--- config.mk ---
export PLATFORM = sky130hd
export DESIGN_NAME = pool_find
export DESIGN_NICKNAME = d
export VERILOG_FILES = /design/src/rtl/pool_pkg.sv /design/src/rtl/tib_cache.sv /design/src/rtl/pool_find.sv
export SDC_FILE = /design/constraint.sdc
export NUM_CORES = 1
export LEC_CHECK = 0
export ABC_AREA = 1
export CAP_MARGIN = 20
export CELL_PAD_IN_SITES_DETAIL_PLACEMENT = 1
export CELL_PAD_IN_SITES_GLOBAL_PLACEMENT = 2
export CORE_MARGIN = 2
export CORE_UTILIZATION = 40
export DETAILED_ROUTE_END_ITERATION = 8
export GPL_TIMING_DRIVEN = 0
export PLACE_DENSITY_LB_ADDON = 0.1
export SYNTH_ARGS = -nofsm -noshare
export SYNTH_HDL_FRONTEND = slang
export SYNTH_SLANG_ARGS = --single-unit
--- constraint.sdc ---
create_clock -name clk -period 6.7 [get_ports clk]
set_clock_uncertainty 0.2 [all_clocks]
set_input_delay 1.34 -clock clk [delete_from_list [all_inputs] [get_ports clk]]
set_output_delay 1.34 -clock clk [all_outputs]
set_load 0.1 [all_outputs]
--- src/rtl/pool_pkg.sv ---
// rtl/pool_pkg.sv - shared types, header defaults and ASCII fold for the pool datapath
package pool_pkg;

    typedef enum logic [2:0] {IDLE, LOAD, LINK, LEN, NAME, DONE} find_st_t;

    typedef enum logic [1:0] {OP_NOP, OP_RD, OP_WR, OP_FIND} pool_ops_t;
    typedef enum logic [1:0] {STS_OK, STS_BUSY, STS_ERR} pool_sts_t;

    localparam int         LBYTES_DEF  = 2;
    localparam logic [7:0] LMASK_DEF   = 8'h1f;
    localparam int         IMM_BIT_DEF = 7;

    // End of list is an all-ones link over the full link field width.
    function automatic logic [63:0] end_link_val(input int bits);
        return (64'd1 << bits) - 64'd1;
    endfunction

    function automatic logic [7:0] fold_ascii(input logic [7:0] c);
        return (c >= 8'h61 && c <= 8'h7a) ? (c - 8'h20) : c;
    endfunction

endpackage

--- src/rtl/tib_cache.sv ---
// rtl/tib_cache.sv - token buffer: sequential write pointer, indexed read, optional case fold
module tib_cache
    import pool_pkg::*;
#(
    parameter int NMAX   = 31,
    parameter int DSZ    = 8,
    parameter int IW     = 5,
    parameter int CASE_I = 0
) (
    input  logic           clk,
    input  logic           rst,
    input  logic           clr,
    input  logic           we,
    input  logic [DSZ-1:0] wdata,
    input  logic [IW-1:0]  ridx,
    output logic [DSZ-1:0] rdata
);

    logic [DSZ-1:0] buf_q [NMAX];
    logic [IW-1:0]  wptr;
    logic [DSZ-1:0] wd;

    always_comb begin
        wd = wdata;
        if (CASE_I != 0) wd[7:0] = fold_ascii(wdata[7:0]);
    end

    always_ff @(posedge clk or negedge rst) begin
        if (!rst)      wptr <= '0;
        else if (clr)  wptr <= '0;
        else if (we)   wptr <= wptr + IW'(1);
    end

    always_ff @(posedge clk) begin
        if (we) buf_q[wptr] <= wd;
    end

    assign rdata = buf_q[ridx];

endmodule

--- src/rtl/pool_find.sv ---
// rtl/pool_find.sv - dictionary FIND engine walking the linked word list over a shared byte memory
module pool_find
    import pool_pkg::*;
#(
    parameter int              ASZ     = 17,
    parameter int              DSZ     = 8,
    parameter int              LBYTES  = LBYTES_DEF,
    parameter int              NMAX    = 31,
    parameter logic [DSZ-1:0]  LMASK   = DSZ'(LMASK_DEF),
    parameter int              IMM_BIT = IMM_BIT_DEF,
    parameter int              CASE_I  = 0,
    parameter int              HMAX    = 1023,
    parameter logic [ASZ-1:0]  CTX0    = 'h2b
) (
    input  logic                       clk,
    input  logic                       rst,
    input  logic                       start,
    input  logic [ASZ-1:0]             tib_a,
    input  logic [7:0]                 tib_len,
    input  logic                       ctx_we,
    input  logic [ASZ-1:0]             ctx_i,
    output logic [ASZ-1:0]             mem_a,
    input  logic [DSZ-1:0]             mem_vo,
    output logic                       bsy,
    output logic                       done,
    output logic                       hit,
    output logic                       imm,
    output logic [ASZ-1:0]             nfa,
    output logic [ASZ-1:0]             pfa,
    output logic [$clog2(HMAX+1)-1:0]  hops,
    output logic                       err
);

    localparam int              HSZ      = $clog2(HMAX + 1);
    localparam int              LW       = LBYTES * DSZ;
    localparam int              CW       = (ASZ < LW) ? ASZ : LW;
    localparam int              IW       = $clog2(NMAX + 1);
    localparam logic [LW-1:0]   END_LINK = LW'(end_link_val(LW));

    find_st_t       st, st_nx;
    logic [ASZ-1:0] ctx, tib_s, hdr, base, link_a;
    logic [7:0]     tlen, ic, rc, n_rd;
    logic [LW-1:0]  link;
    logic [DSZ-1:0] cmp_b, cache_b;
    logic           wimm, rd_v1, rd_v2;
    logic           accept, bad, issue, last, len_ok, name_ok;
    logic           next_word, set_hit, set_err;

    tib_cache #(.NMAX(NMAX), .DSZ(DSZ), .IW(IW), .CASE_I(CASE_I)) u_cache (
        .clk   (clk),
        .rst   (rst),
        .clr   (accept),
        .we    (st == LOAD && rd_v2),
        .wdata (mem_vo),
        .ridx  (rc[IW-1:0]),
        .rdata (cache_b)
    );

    // Every state streams n_rd bytes from base: rd_v1 marks an address on mem_a,
    // rd_v2 marks the matching byte on mem_vo; state changes flush both.
    always_comb begin
        bad     = (tib_len == 8'd0) || (tib_len > 8'(NMAX));
        accept  = (st == IDLE) && start;
        link_a  = ASZ'(link[CW-1:0]);
        cmp_b   = mem_vo;
        if (CASE_I != 0) cmp_b[7:0] = fold_ascii(mem_vo[7:0]);
        len_ok  = (mem_vo & LMASK) == DSZ'(tlen);
        name_ok = (cmp_b == cache_b);
        n_rd    = '0;
        base    = hdr;
        case (st)
            LOAD:    begin n_rd = tlen;       base = tib_s; end
            LINK:    begin n_rd = 8'(LBYTES); base = hdr; end
            LEN:     begin n_rd = 8'd1;       base = hdr + ASZ'(LBYTES); end
            NAME:    begin n_rd = tlen;       base = hdr + ASZ'(LBYTES + 1); end
            default: ;
        endcase
        issue     = (ic < n_rd);
        last      = rd_v2 && (rc == n_rd - 8'd1);
        next_word = 1'b0;
        set_hit   = 1'b0;
        set_err   = 1'b0;
        st_nx     = st;
        case (st)
            IDLE: if (start) begin
                st_nx   = bad ? DONE : LOAD;
                set_err = bad;
            end
            LOAD: if (last) st_nx = LINK;
            LINK: if (last) st_nx = LEN;
            LEN:  if (rd_v2) begin
                if (len_ok) st_nx = NAME;
                else        next_word = 1'b1;
            end
            NAME: if (rd_v2) begin
                if (!name_ok)  next_word = 1'b1;
                else if (last) begin
                    st_nx   = DONE;
                    set_hit = 1'b1;
                end
            end
            DONE:    st_nx = IDLE;
            default: st_nx = IDLE;
        endcase
        if (next_word) begin
            if (link == END_LINK)            st_nx = DONE;
            else if (hops == HSZ'(HMAX)) begin
                st_nx   = DONE;
                set_err = 1'b1;
            end
            else                              st_nx = LINK;
        end
    end

    always_ff @(posedge clk or negedge rst) begin
        if (!rst) begin
            st    <= IDLE;
            ctx   <= CTX0;
            hit   <= 1'b0;
            imm   <= 1'b0;
            err   <= 1'b0;
            nfa   <= '0;
            pfa   <= '0;
            hops  <= '0;
            mem_a <= '0;
            tib_s <= '0;
            hdr   <= '0;
            tlen  <= '0;
            link  <= '0;
            wimm  <= 1'b0;
            ic    <= '0;
            rc    <= '0;
            rd_v1 <= 1'b0;
            rd_v2 <= 1'b0;
        end else begin
            st <= st_nx;
            if (ctx_we) ctx <= ctx_i;
            if (accept) begin
                hit <= 1'b0;
                err <= 1'b0;
                if (!bad) begin
                    tib_s <= tib_a;
                    tlen  <= tib_len;
                    hdr   <= ctx;
                    hops  <= '0;
                end
            end
            if (set_err) err <= 1'b1;
            if (st_nx == LINK && st != LINK) begin
                hops <= hops + HSZ'(1);
                if (next_word) hdr <= link_a;
            end
            if (st == LINK && rd_v2) link[int'(rc)*DSZ +: DSZ] <= mem_vo;
            if (st == LEN && rd_v2)  wimm <= mem_vo[IMM_BIT];
            if (set_hit) begin
                hit <= 1'b1;
                imm <= wimm;
                nfa <= hdr;
                pfa <= hdr + ASZ'(LBYTES + 1) + ASZ'(tlen);
            end
            if (st_nx != st) begin
                ic    <= '0;
                rc    <= '0;
                rd_v1 <= 1'b0;
                rd_v2 <= 1'b0;
            end else begin
                rd_v2 <= rd_v1;
                if (rd_v2) rc <= rc + 8'd1;
                if (issue) begin
                    mem_a <= base + ASZ'(ic);
                    ic    <= ic + 8'd1;
                    rd_v1 <= 1'b1;
                end else begin
                    rd_v1 <= 1'b0;
                end
            end
        end
    end

    assign done = (st == DONE);
    assign bsy  = (st == LOAD) || (st == LINK) || (st == LEN) || (st == NAME);

endmodule

# Word-level counts from Yosys, hierarchy flattened
# Memory sizes are Yosys's and may differ from the RTL's.
# Cells that the tools add are included.
# W data, S select, Z words.
classes:
  n_addsub: 10
  n_lt_le_gt_ge: 2
  n_eq_ne: 14
  shift: 2
  mux: 51
  bitwise_logic: 2
  n_reduce_logical: 22
op_table:
  columns: ["op", "count"]
  rows:
  - ["$mux W17", 4]
  - ["$pmux W17 S3", 1]
  - ["$mux W3", 12]
  - ["$add A17 B2 Y17 const B", 2]
  - ["$add A17 B8 Y17", 2]
  - ["$neg A11 Y33", 1]
  - ["$shift A8 B33 Y16 const A", 1]
  - ["$shiftx A8 B33 Y16", 1]
  - ["$mux W8", 4]
  - ["$mux W10", 3]
  - ["$pmux W8 S3", 1]
  - ["$mux W1", 21]
  - ["$add A8 B1 Y8 const B", 2]
  - ["$bwmux W16", 1]
  - ["$eq A16 B16 Y1 const B", 1]
  - ["$eq A8 B8 Y1", 2]
  - ["$pmux W3 S5", 1]
  - ["$reduce_bool A2 Y1", 6]
  - ["$add A10 B1 Y10 const B", 1]
  - ["$eq A10 B10 Y1 const B", 1]
  - ["$mux W5", 2]
  - ["$eq A3 B2 Y1 const B", 3]
  - ["$eq A5 B8 Y1", 1]
  - ["$gt A8 B5 Y1 const B", 1]
  - ["other kinds (16)", 28]
word_totals:
  regBits: 166
  ram_bits: 248
  inputBits: 54
  n_memories: 1
memory_table:
  columns: ["name", "words", "width", "read_ports", "rd_ports_with_merged_regs", "write_ports", "line_no", "text"]
  rows:
  - ["u_cache.buf_q", 31, 8, 1, 0, 1, "tib_cache.sv:19", "logic [DSZ-1:0] buf_q [NMAX];"]

# Logic depth before layout (Yosys ltp)
depth:
  depth_word: 15
  depth_mapped: 28
  mapped_depth_nobuf: 25

# By module
# From an unflattened synthesis, not the netlist that was laid out.
hier_totals:
  cells_unflattened: 2106
  hier_area_um2: 19935.4
modules_own_cells:
  columns: ["module", "instances", "cells_per_inst", "area_per_inst_um2", "seq_area_each_um2"]
  rows:
  - ["tib_cache", 1, 906, 10380.0, 7572.3]
  - ["pool_find", 1, 1200, 9555.4, 4033.9]

# Worst setup path after synthesis
# Ideal clock, no wire load.
synth_timing:
  path_type: "reg2out"
  startpoint: "register st[0]"
  endpoint: "output done"
  arrival_time_ns: 2.604
  required_ns: 5.160
  slack_ns: 2.556
  stages_incl_launch_ff: 3
  n_path_buf: 0
  path_cell_list: "dfrtp_1 -> inv_1 -> nor3_1"
synth_via:
  elab_chain_len: 1
synth_rtl:
  columns: ["item", "line_no", "text"]
  rows:
  - ["from (decl)", "pool_find.sv:40", "find_st_t st, st_nx;"]
  - ["from (signal assigned)", "pool_find.sv:136", "st <= st_nx;"]
  - ["$eq A3 B3 Y1", "pool_find.sv:180", "assign done = (st == DONE);"]
  - ["to (decl)", "pool_find.sv:25", "output logic done,"]
# Every way passes these cells.

# Worst setup path after layout
layout_timing:
  startpoint: "register st[2]"
  endpoint: "register mem_a[14]"
layout_via:
  elab_chain_len: 14
layout_rtl:
  columns: ["item", "line_no", "text"]
  rows:
  - ["$eq A3 B1 Y1 or $eq A3 B3 Y1 (tied branches)", "pool_find.sv:71, pool_find.sv:84", null]
  - ["$reduce_or A2 Y1 (no source line)", null, null]
  - ["$pmux W8 S3", "pool_find.sv:71", "case (st)"]
  - ["$sub A8 B1 Y8", "pool_find.sv:79", "last = rd_v2 && (rc == n_rd - 8'd1);"]
  - ["$eq A8 B8 Y1", "pool_find.sv:79", null]
  - ["$logic_and A1 B1 Y1", "pool_find.sv:79", null]
  - ["$mux W3", "pool_find.sv:97", "else if (last) begin"]
  - ["$mux W3", "pool_find.sv:96", "if (!name_ok) next_word = 1'b1;"]
  - ["$mux W3", "pool_find.sv:95", "NAME: if (rd_v2) begin"]
  - ["$pmux W3 S5", "pool_find.sv:84", "case (st)"]
  - ["$mux W3", "pool_find.sv:105", "if (next_word) begin"]
  - ["$ne A3 B3 Y1", "pool_find.sv:161", "if (st_nx != st) begin"]
  - ["$not A1 Y1 (no source line)", null, null]
  - ["$reduce_and A2 Y1 (no source line)", null, null]
  - ["to (signal assigned)", "pool_find.sv:170", "mem_a <= base + ASZ'(ic);"]
  - ["to (decl)", "pool_find.sv:22", "output logic [ASZ-1:0] mem_a,"]
# Several ways; a longest one is shown, not always the timed one.
# A chain may end at the register's enable or synchronous reset.

==> flow_metrics.py <==
metrics = {
    "synth": {
        "syn_nets": 2273,
        "synth-async-reset-ratio": 0.401,
        "postSynthCellCount": 2181,
        "yosysWarnings": 0,
        "synth_area_um2": 20300,
        "synth_area_leaders": "edfxtp_1, dfrtp_1, nand2_1",
        "synth_seq_cells": 414,
        "synth_cell_types": 53,
        "synth-edff-count": 248,
        "synth_top_area_cell": "edfxtp_1",
        "synth_flop_cell": "edfxtp_1",
        "synth_common_cells": "nand2_1, edfxtp_1, nor2_1, inv_1",
        "seq_area_frac_synth": 0.572,
        "post-synth-top-area-fraction": 0.367,
        "syn_avg_cell_area_um2": 9.30,
        "post-synth-top-count-cell": "nand2_1",
    },
    "timing": {
        "min_period_ns": 4.97,
        "grt_setup_unrepaired": "false",
        "finalSetupViolCount": 0,
        "max_freq_mhz": 201,
        "min_period_over_period": 0.741,
        "worstMarginPinSlew_ns": 1.07,
        "slew_headroom": 0.284,
        "hold_violations": 0,
        "slew_violations": 0,
    },
    "pwr": {
        "power_per_cell_area_nw_per_um2": 439,
        "leakage_uw": 0.0102,
        "vdd.ir_drop.worst_mv": 0.301,
    },
    "floorplan": {
        "core_area_um2": 50100,
        "dieArea_um2": 52500,
        "start_util": 0.405,
        "placementRows": 82,
        "die_w_um": 229,
        "die_h_um": 229,
        "io_pins": 120,
    },
    "routing": {
        "post-route-drc-count": 0,
        "detail_route.wl_per_cell_um": 22.6,
        "route.vias.total": 16300,
        "via_per_inst": 5.33,
        "final_antenna_net_count": 0,
        "drt_wl_total_um": 69100,
        "drt_iter0_drc": 1310,
        "dr.pass1.iters": 5,
    },
    "clocking": {
        "cts_buffers": 48,
        "root_buffer": "clkbuf_16",
        "cts_resized": 0,
        "tritoncts": "built",
        "clk_pin_slew_ns": 0.06,
        "post_cts.repair.setup_buffers": 0,
        "cts_buffer_depth": 3,
        "cts_hold_buffers": 0,
        "htree_levels": 2,
        "clock-sinks": 414,
        "clk-insertion-delay-late_ns": 0.61,
    },
    "placement": {
        "placed_cells": 2974,
        "io_buffers": 118,
        "hpwl_um": 49300,
        "routabilityCongestion": 0.887,
    },
    "worst_setup_path": {
        "rr_startpoint": "st[2]",
        "worst-setup-path-type": "flop to flop",
        "cp-startpoint": "st[2]",
        "critPathRequiredTime_ns": 6.98,
        "ff2ff_path_depth": 22,
        "crit_path_end_kind": "flop",
        "r2r_setup_slack_ns": 1.73,
        "reg2reg_to": "mem_a[14]",
        "critPathMaxFanout": 10,
        "cp-start-kind": "flop",
        "crit_arrival_ns": 5.24,
    },
    "run": {
        "maxCapViolCount": 0,
    },
    "hold_path": {
        "whs_endpoint": "mem_a[9]",
        "min_path_cells": 2,
        "hp-start": "mem_a[9]",
        "hold_path_class": "flop to flop",
    },
    "grt": {
        "antenna_found_initial": 0,
        "grt_util_all_layers": 0.264,
        "overflow": 0,
        "grt_max_degree": 98,
        "grt_pass1_vias": 16600,
        "grt_pass1_wl_um": 104000,
    },
    "finish": {
        "num_antenna_cells": 0,
        "fin_nets": 2444,
        "drive_above_1_share": 0.0863,
        "post-route-util": 0.476,
        "area_growth_pct": 17.4,
        "final_cells": 3059,
        "final.fill_count": 5839,
    },
    "run_status": {
        "status": "complete, no violations",
    },
}
registers in the layout, summed over array words and instances (netlist names), 10 cells and up:
| name | cells |
|---|---|
| nfa | 17 |
| u_cache.buf_q | 248 |
| hdr | 17 |
| tib_s | 17 |
| ctx | 17 |
| mem_a | 17 |
| link | 16 |
| pfa | 17 |
| hops | 10 |
how the worst max path moves through the flow:
stage,to
after detailed placement,mem_a[14]
after global routing,mem_a[14]
after CTS,bsy
after floorplan,done
after global placement,nfa[9]
final,mem_a[14]
where the power goes:
part / switching, µW / internal, µW / leakage (µW)
registers: 247 / 2990 / 0.00434
clock network: 1080 / 1430 / 0.000714
logic: 3380 / 1340 / 0.00513
metrics by stage:
stage | cell area [µm²] | setup WS [ns] | setup TNS (ns) | total power (µW) | hold WS, ns
after CTS | 23800 | 1.81 | 0 | 10500 | 0.274
final | 23800 | 1.73 | 0 | 10500 | 0.269
after global routing | 23800 | 1.39 | 0 | 11100 | 0.301
after detailed placement | 22300 | 1.89 | 0 | 7970 | 0.260
after floorplan | 20300 | 2.56 | 0 | 6360 | 0.248
after global placement | 22300 | -3.17 | -511.73 | 7850 | 0.255
metal layers:
metal  GRT usage  vias to the layer above  routed length [µm]
met5           0                        -                   0
met4      0.0639                        0                1390
met3      0.0405                       81                3860
met2       0.413                      411               31400
met1       0.386                     8232               32400
li1            -                     7592                   -
critical path, stage by stage (launching register included):
cell and delay [ns]:
dfrtp_1 0.50, inv_2 0.10, nand3_2 0.15, nand2_4 0.13, buf_6 0.18, nor2_1 0.46
inv_1 0.30, clkbuf_1 0.32, o21ai_0 0.50, inv_1 0.10, ha_1 0.37, nand3_1 0.11
nand2_1 0.12, nand3_1 0.08, nand2_1 0.10, a21oi_1 0.08, inv_1 0.05, a21oi_1 0.11
nor3_1 0.38, nand4_1 0.16, xnor2_1 0.16, nand4_1 0.12, nand2_1 0.06
cells in the final DEF (no fill, tap or decap), drive strengths merged, types with 4 or more instances in the layout:
master	instances
a21oi	67
a31oi	5
buf	69
clkbuf	104
clkdlybuf4s50	110
clkinv	10
dfrtp	162
dfstp	4
edfxtp	248
ha	36
inv	242
mux2	35
nand2	536
nand3	167
nand4	35
nor2	248
nor3	28
nor4	8
o211ai	28
o21ai	144
o21bai	5
o22ai	4
or2	11
xnor2	8
xor2	47
layout make-up:
| class | instances | area, µm² | area share |
|---|---|---|---|
| Sequential cell | 414 | 11600 | 0.487 |
| Clock buffer | 71 | 1350 | 0.0566 |
| Tap cell | 672 | 841 | 0.0353 |
| Buffer | 91 | 502 | 0.0211 |
| Clock inverter | 14 | 129 | 0.00541 |
| Multi-Input combinational cell | 1435 | 7260 | 0.305 |
| Timing Repair Buffer | 121 | 1210 | 0.0510 |
| Inverter | 241 | 907 | 0.0381 |
cells by family after synthesis:
logic type,count (synthesis),share of synthesized area
AND/OR/NAND/NOR,1035,0.216
flip-flops,414,0.572
buffers and inverters,332,0.0695
AO/OA/AOI/OAI,272,0.0749
XOR/XNOR,55,0.0238
adder cells (fa/ha/maj),38,0.0242
multiplexers,35,0.0194
Power figures use the tool's default switching activity.
